### src/rtl/mips_pipe_pkg.sv
// Shared bit-index constants and state type for the MIPS pipeline stages.
package mips_pipe_pkg;

   localparam int WB_REGWRITE = 1;
   localparam int WB_MEMTOREG = 0;

   localparam int MEM_BRANCH  = 2;
   localparam int MEM_READ    = 1;
   localparam int MEM_WRITE   = 0;

   typedef enum logic {
      IDLE = 1'b0,
      WAIT = 1'b1
   } mem_state_t;

endpackage

### src/rtl/mem_wb_reg.sv
// MEM/WB pipeline register with a bubble input that squashes the whole entry.
// Latency one cycle; readDataOut only reloads when the stage completes a memory access.
module mem_wb_reg (
   input  logic        clock,
   input  logic        reset_n,
   input  logic        bubble,
   input  logic        load_rd,
   input  logic [31:0] rd_in,
   input  logic [31:0] alu_in,
   input  logic [4:0]  dst_in,
   input  logic [1:0]  wb_in,
   output logic [31:0] rd_out,
   output logic [31:0] alu_out,
   output logic [4:0]  dst_out,
   output logic [1:0]  wb_out
);

   always_ff @(posedge clock or negedge reset_n) begin
      if (!reset_n) begin
         rd_out  <= '0;
         alu_out <= '0;
         dst_out <= '0;
         wb_out  <= '0;
      end else if (bubble) begin
         rd_out  <= '0;
         alu_out <= '0;
         dst_out <= '0;
         wb_out  <= '0;
      end else begin
         // Non-memory ops keep the last loaded word visible to write-back.
         if (load_rd) begin
            rd_out <= rd_in;
         end
         alu_out <= alu_in;
         dst_out <= dst_in;
         wb_out  <= wb_in;
      end
   end

endmodule

### src/rtl/mem_stage.sv
// MIPS memory stage: branch resolve, req/ack data bus with watchdog, MEM/WB register.
// Optional alignment check guarded by MEM_ALIGN_CHECK_EN (adds the misaligned pulse output).
module mem_stage
   import mips_pipe_pkg::*;
#(
   parameter int TIMEOUT = 16,
   parameter int ADDR_W  = 32
) (
   input  logic              clock,
   input  logic              reset_n,
   input  logic [31:0]       addPc,
   input  logic [31:0]       aluResult,
   input  logic              zero,
   input  logic [31:0]       readData2,
   input  logic [4:0]        muxInst,
   input  logic [1:0]        WB,
   input  logic [2:0]        MEM,
   output logic              pcSrc,
   output logic [31:0]       branchTarget,
   output logic              stall,
   output logic              mem_req,
   output logic              mem_we,
   output logic [ADDR_W-1:0] mem_addr,
   output logic [31:0]       mem_wdata,
   input  logic [31:0]       mem_rdata,
   input  logic              mem_ack,
   output logic              bus_err,
   output logic [31:0]       readDataOut,
   output logic [31:0]       aluResultOut,
   output logic [4:0]        muxInstOut,
   output logic [1:0]        WBOut
`ifdef MEM_ALIGN_CHECK_EN
   ,
   output logic              misaligned
`endif
);

   localparam int CW = $clog2(TIMEOUT + 1);

   mem_state_t    state;
   logic [CW-1:0] count;

   logic access;
   logic is_write;
   logic misalign;
   logic eff_access;
   logic abort;
   logic complete;
   logic bubble;
   logic [31:0] rd_next;

   assign access   = MEM[MEM_READ] | MEM[MEM_WRITE];
   assign is_write = MEM[MEM_WRITE];

`ifdef MEM_ALIGN_CHECK_EN
   // Only checked on entry; the address is held stable while waiting.
   assign misalign = reset_n & (state == IDLE) & access & (aluResult[1:0] != 2'b00);
`else
   assign misalign = 1'b0;
`endif

   assign eff_access = access & ~misalign;
   assign abort      = reset_n & (state == WAIT) & ~mem_ack & (count == CW'(TIMEOUT));

   assign pcSrc        = MEM[MEM_BRANCH] & zero;
   assign branchTarget = addPc;
   assign mem_we       = is_write;
   assign mem_addr     = ADDR_W'(aluResult);
   assign mem_wdata    = readData2;

   always_comb begin
      mem_req = 1'b0;
      stall   = 1'b0;
      if (reset_n) begin
         if (state == WAIT) begin
            mem_req = ~abort;
            stall   = ~mem_ack & ~abort;
         end else begin
            mem_req = eff_access;
            stall   = eff_access & ~mem_ack;
         end
      end
   end

   assign complete = mem_req & mem_ack;
   assign bubble   = stall | abort | misalign;
   // A write (including read+write) leaves nothing to load back.
   assign rd_next  = is_write ? 32'h0 : mem_rdata;

   always_ff @(posedge clock or negedge reset_n) begin
      if (!reset_n) begin
         state   <= IDLE;
         count   <= '0;
         bus_err <= 1'b0;
      end else begin
         bus_err <= abort | misalign;
         case (state)
            IDLE: begin
               if (eff_access & ~mem_ack) begin
                  state <= WAIT;
                  count <= CW'(1);
               end
            end
            WAIT: begin
               if (mem_ack | abort) begin
                  state <= IDLE;
                  count <= '0;
               end else begin
                  count <= count + CW'(1);
               end
            end
            default: begin
               state <= IDLE;
               count <= '0;
            end
         endcase
      end
   end

`ifdef MEM_ALIGN_CHECK_EN
   always_ff @(posedge clock or negedge reset_n) begin
      if (!reset_n) begin
         misaligned <= 1'b0;
      end else begin
         misaligned <= misalign;
      end
   end
`endif

   mem_wb_reg u_mem_wb (
      .clock   (clock),
      .reset_n (reset_n),
      .bubble  (bubble),
      .load_rd (complete),
      .rd_in   (rd_next),
      .alu_in  (aluResult),
      .dst_in  (muxInst),
      .wb_in   (WB),
      .rd_out  (readDataOut),
      .alu_out (aluResultOut),
      .dst_out (muxInstOut),
      .wb_out  (WBOut)
   );

endmodule

### config.mk
export PLATFORM = sky130hd
export DESIGN_NAME = mem_stage
export DESIGN_NICKNAME = d
export VERILOG_FILES = /design/src/rtl/mips_pipe_pkg.sv /design/src/rtl/mem_wb_reg.sv /design/src/rtl/mem_stage.sv
export SDC_FILE = /design/constraint.sdc
export NUM_CORES = 1
export LEC_CHECK = 0
export BUFFER_PORTS_ARGS = -buffer_cell sky130_fd_sc_hd__buf_4
export CAP_MARGIN = 15
export CORE_AREA = 2 2 122 124
export CTS_BUF_LIST = sky130_fd_sc_hd__clkbuf_16
export DETAILED_ROUTE_END_ITERATION = 16
export DIE_AREA = 0 0 124 126
export MAX_ROUTING_LAYER = met4
export RECOVER_POWER = 50
export SKIP_LAST_GASP = 1
export SLEW_MARGIN = 20
export SYNTH_ARGS = -nofsm -noshare
export SYNTH_HDL_FRONTEND = slang
export SYNTH_HIERARCHICAL = 1
export SYNTH_SLANG_ARGS = --single-unit
export TNS_END_PERCENT = 50
### constraint.sdc
create_clock -name clock -period 1.9 [get_ports clock]
set_input_delay 0.095 -clock clock [delete_from_list [all_inputs] [get_ports clock]]
set_output_delay 0.095 -clock clock [all_outputs]
set_load 0.01 [all_outputs]
==> impl_metrics.env <==
export IMPL_ff2ff_setup_slack_ns=0.26
export IMPL_yosys_warnings=6
export IMPL_status="finished with violations"
export IMPL_fillers=1458
export IMPL_clock_sinks=78
export IMPL_endpoint_kind="output port"
export IMPL_ir_worst_vdd_mv=0.327
export IMPL_skew_ns=0.00296
export IMPL_synth_most_common_cell="buf_4"
export IMPL_portBuffers=185
export IMPL_synthTopCellsByArea="dfrtp_1 49%, buf_4 18%, nor2b_1 11%"
export IMPL_crit_path_max_fanout=3
export IMPL_die_area_mm2=0.0156
export IMPL_cts_made_buffers=9
export IMPL_period_share=0.946
export IMPL_clkSlewWorstSetupHoldPaths_ns=0.06
export IMPL_finalWirelength_mm=10.3
export IMPL_timing_fmax_mhz=556
export IMPL_drt_iter0_markers=79
export IMPL_synth_seq_cells=78
export IMPL_clockRootBuffer="clkbuf_16"
export IMPL_postLayoutCellArea_mm2=0.00533
export IMPL_ys_types=30
export IMPL_cap_violations=1
export IMPL_vias=2836
export IMPL_clkLatencyLatePin_ns=0.33
export IMPL_ant_nets=0
export IMPL_fp_dieH_um=126
export IMPL_required_ns=1.80
export IMPL_synthMuxAreaShare=0.0807
export IMPL_area_growth_pct=34.2
export IMPL_synth_compound_area_frac=0.0331
export IMPL_synthSimpleGateAreaFrac=0.162
export IMPL_fin_crit_ns=1.80
export IMPL_violations="capacitance limit, slew limit"
export IMPL_synthesis_nets=502
export IMPL_avgSynthCellArea_um2=11.1
export IMPL_synthXorXnorAreaFrac=0.00662
export IMPL_wl_per_cell_um=15.3
export IMPL_p_per_area_mw_per_mm2=854
export IMPL_critPathArrivalTime_ns=1.70
export IMPL_setup_viol=0
export IMPL_die_width_um=124
export IMPL_worst_pin_slew_ns=1.50
export IMPL_ff_latch_area_mm2=0.00195
export IMPL_synthAdderAreaFrac=0.00630
export IMPL_grt_pass1_wl_mm=15.4
export IMPL_drv_slew=36
export IMPL_vias_per_cell=4.21
export IMPL_antenna_found_initial=0
export IMPL_slew_headroom=-0.00157
export IMPL_cts_tree="built"
export IMPL_grtUsageTotal=0.134
export IMPL_cts_buffer_depth=2
export IMPL_synth_edf_count=0
export IMPL_async_flop_share=1.00
export IMPL_hold_worst_slack_ns=0.0101
export IMPL_diodes=0
export IMPL_fp_row_count=44
export IMPL_p_leak_nw=2.58
export IMPL_multi_input_area_mm2=0.00119
export IMPL_dr_pass1_iters=4
export IMPL_fp_coreArea_mm2=0.0143
export IMPL_ys_seq_area_frac=0.491
export IMPL_grt_pass1_vias=2986
export IMPL_postSynthCellCount=358
export IMPL_dp_hpwl_mm=7.36
export IMPL_placed_cell_area_mm2=0.00483
export IMPL_synth_top_family_by_area="buffers and inverters"
export IMPL_synth_area_mm2=0.00397
export IMPL_crit_type="flop to output port"
export IMPL_overflow=0
export IMPL_yosysTopAreaCellShare=0.491
export IMPL_io_pins=314
export IMPL_routabilityCongestion=0.688
export IMPL_synth_common_cells="97 x buf_4, 78 x dfrtp_1, 70 x nor2b_1"
export IMPL_finalNetCount=629
export IMPL_htreeDepth=3
export IMPL_hold_viol=0
export IMPL_drive_gt1_frac=0.369
export IMPL_rsz0062_at_grt="false"
export IMPL_hold_path_class="input pin to flop"
export IMPL_synth_top_flop_cell="dfrtp_1"
export IMPL_final_util=0.372
export IMPL_synth_top_area_cell="dfrtp_1"
export IMPL_worst_setup_path_start_kind="flop"
export IMPL_grt_max_degree=61
export IMPL_initial_utilization=0.277
export IMPL_drc=0
==> kinds of logic (layout without fill, tap and decap cells) <==
kind of cell,after synthesis,count (layout)
AOI/OAI and AO/OA,13,13
adders and majority gates,2,2
DFF,78,78
and+or+nand+nor,112,113
xor gates and xnor gates,3,3
buffers and inverters,118,249
muxes,32,32
==> metrics by stage <==
stage	worst slack (ns)	TNS [ns]	power, mW	cells
after global routing	0.00470	0	4.80	674
after global placement	-0.00858	-0.0362	2.92	622
after detailed placement	-0.0759	-1.61	2.95	622
after floorplan	0.507	0	2.57	358
final	0.102	0	4.55	674
after CTS	-0.0843	-1.22	4.69	672
==> registers in the layout (all words and copies together) (netlist names) <==
name / cells
u_mem_wb/wb_out: 2
count: 5
bus_err: 1
u_mem_wb/alu_out: 32
state: 1
u_mem_wb/rd_out: 32
u_mem_wb/dst_out: 5
==> timing repair <==
| action | CTS | global route |
|---|---|---|
| pin swaps | 1 | 2 |
| gates cloned | 1 | 0 |
| hold buffers | 33 | 0 |
| setup endpoints to repair | 33 | 2 |
| endpoints found under the hold margin | 50 | 0 |
| gates resized for setup | 0 | 3 |
| buffers inserted | 0 | 2 |
==> worst max-delay path, stage by stage (launching register included) <==
cell	delay [ns]
dfrtp_1	0.42
inv_2	0.10
ha_1	0.19
nand4b_4	0.13
o31ai_4	0.27
a211oi_2	0.11
buf_4	0.15
==> placed cells by master, fill, tap and decap left out, drive strengths merged, types with 2 or more instances in the layout <==
master,instances
xor2,2
a211oi,2
clkbuf,50
dfrtp,78
a21oi,2
nor2,35
o2bb2ai,4
buf,154
mux2i,32
dlygate4sd3,33
inv,6
nor2b,70
clkinv,5
nand3,2
ha,2
==> path summary, 6_finish.rpt <==
check,depth (start not counted),startpoint,to
max in group asynchronous,3,reset_n,u_mem_wb/alu_out[14]
max reg2reg,5,state,u_mem_wb/rd_out[18]
min reg2reg,2,u_mem_wb/rd_out[11],u_mem_wb/rd_out[11]
min,2,aluResult[10],u_mem_wb/alu_out[10]
max,6,count[0],stall
min in group asynchronous,3,reset_n,count[3]
==> per-layer routing <==
metal  part of all wire  track usage
met5                  0            -
met3              0.097       0.0557
met1               0.41        0.154
met4              0.027       0.0674
met2               0.46        0.199
==> area by class of cell <==
type	count	share of cell area
clock inverters	7	0.0106
clock buffers	9	0.0423
repair buffers	228	0.311
well taps	184	0.0432
flip-flops and latches	78	0.366
inverters	5	0.00352
multi-input cells	163	0.224
==> power breakdown <==
part / leakage [nW] / total [mW] / switching, mW / internal [mW]
clock network: 0.145 / 1.64 / 0.647 / 0.996
registers: 1.01 / 1.91 / 0.0851 / 1.83
logic: 1.43 / 0.996 / 0.501 / 0.495
(Power assumes the default switching activity.)
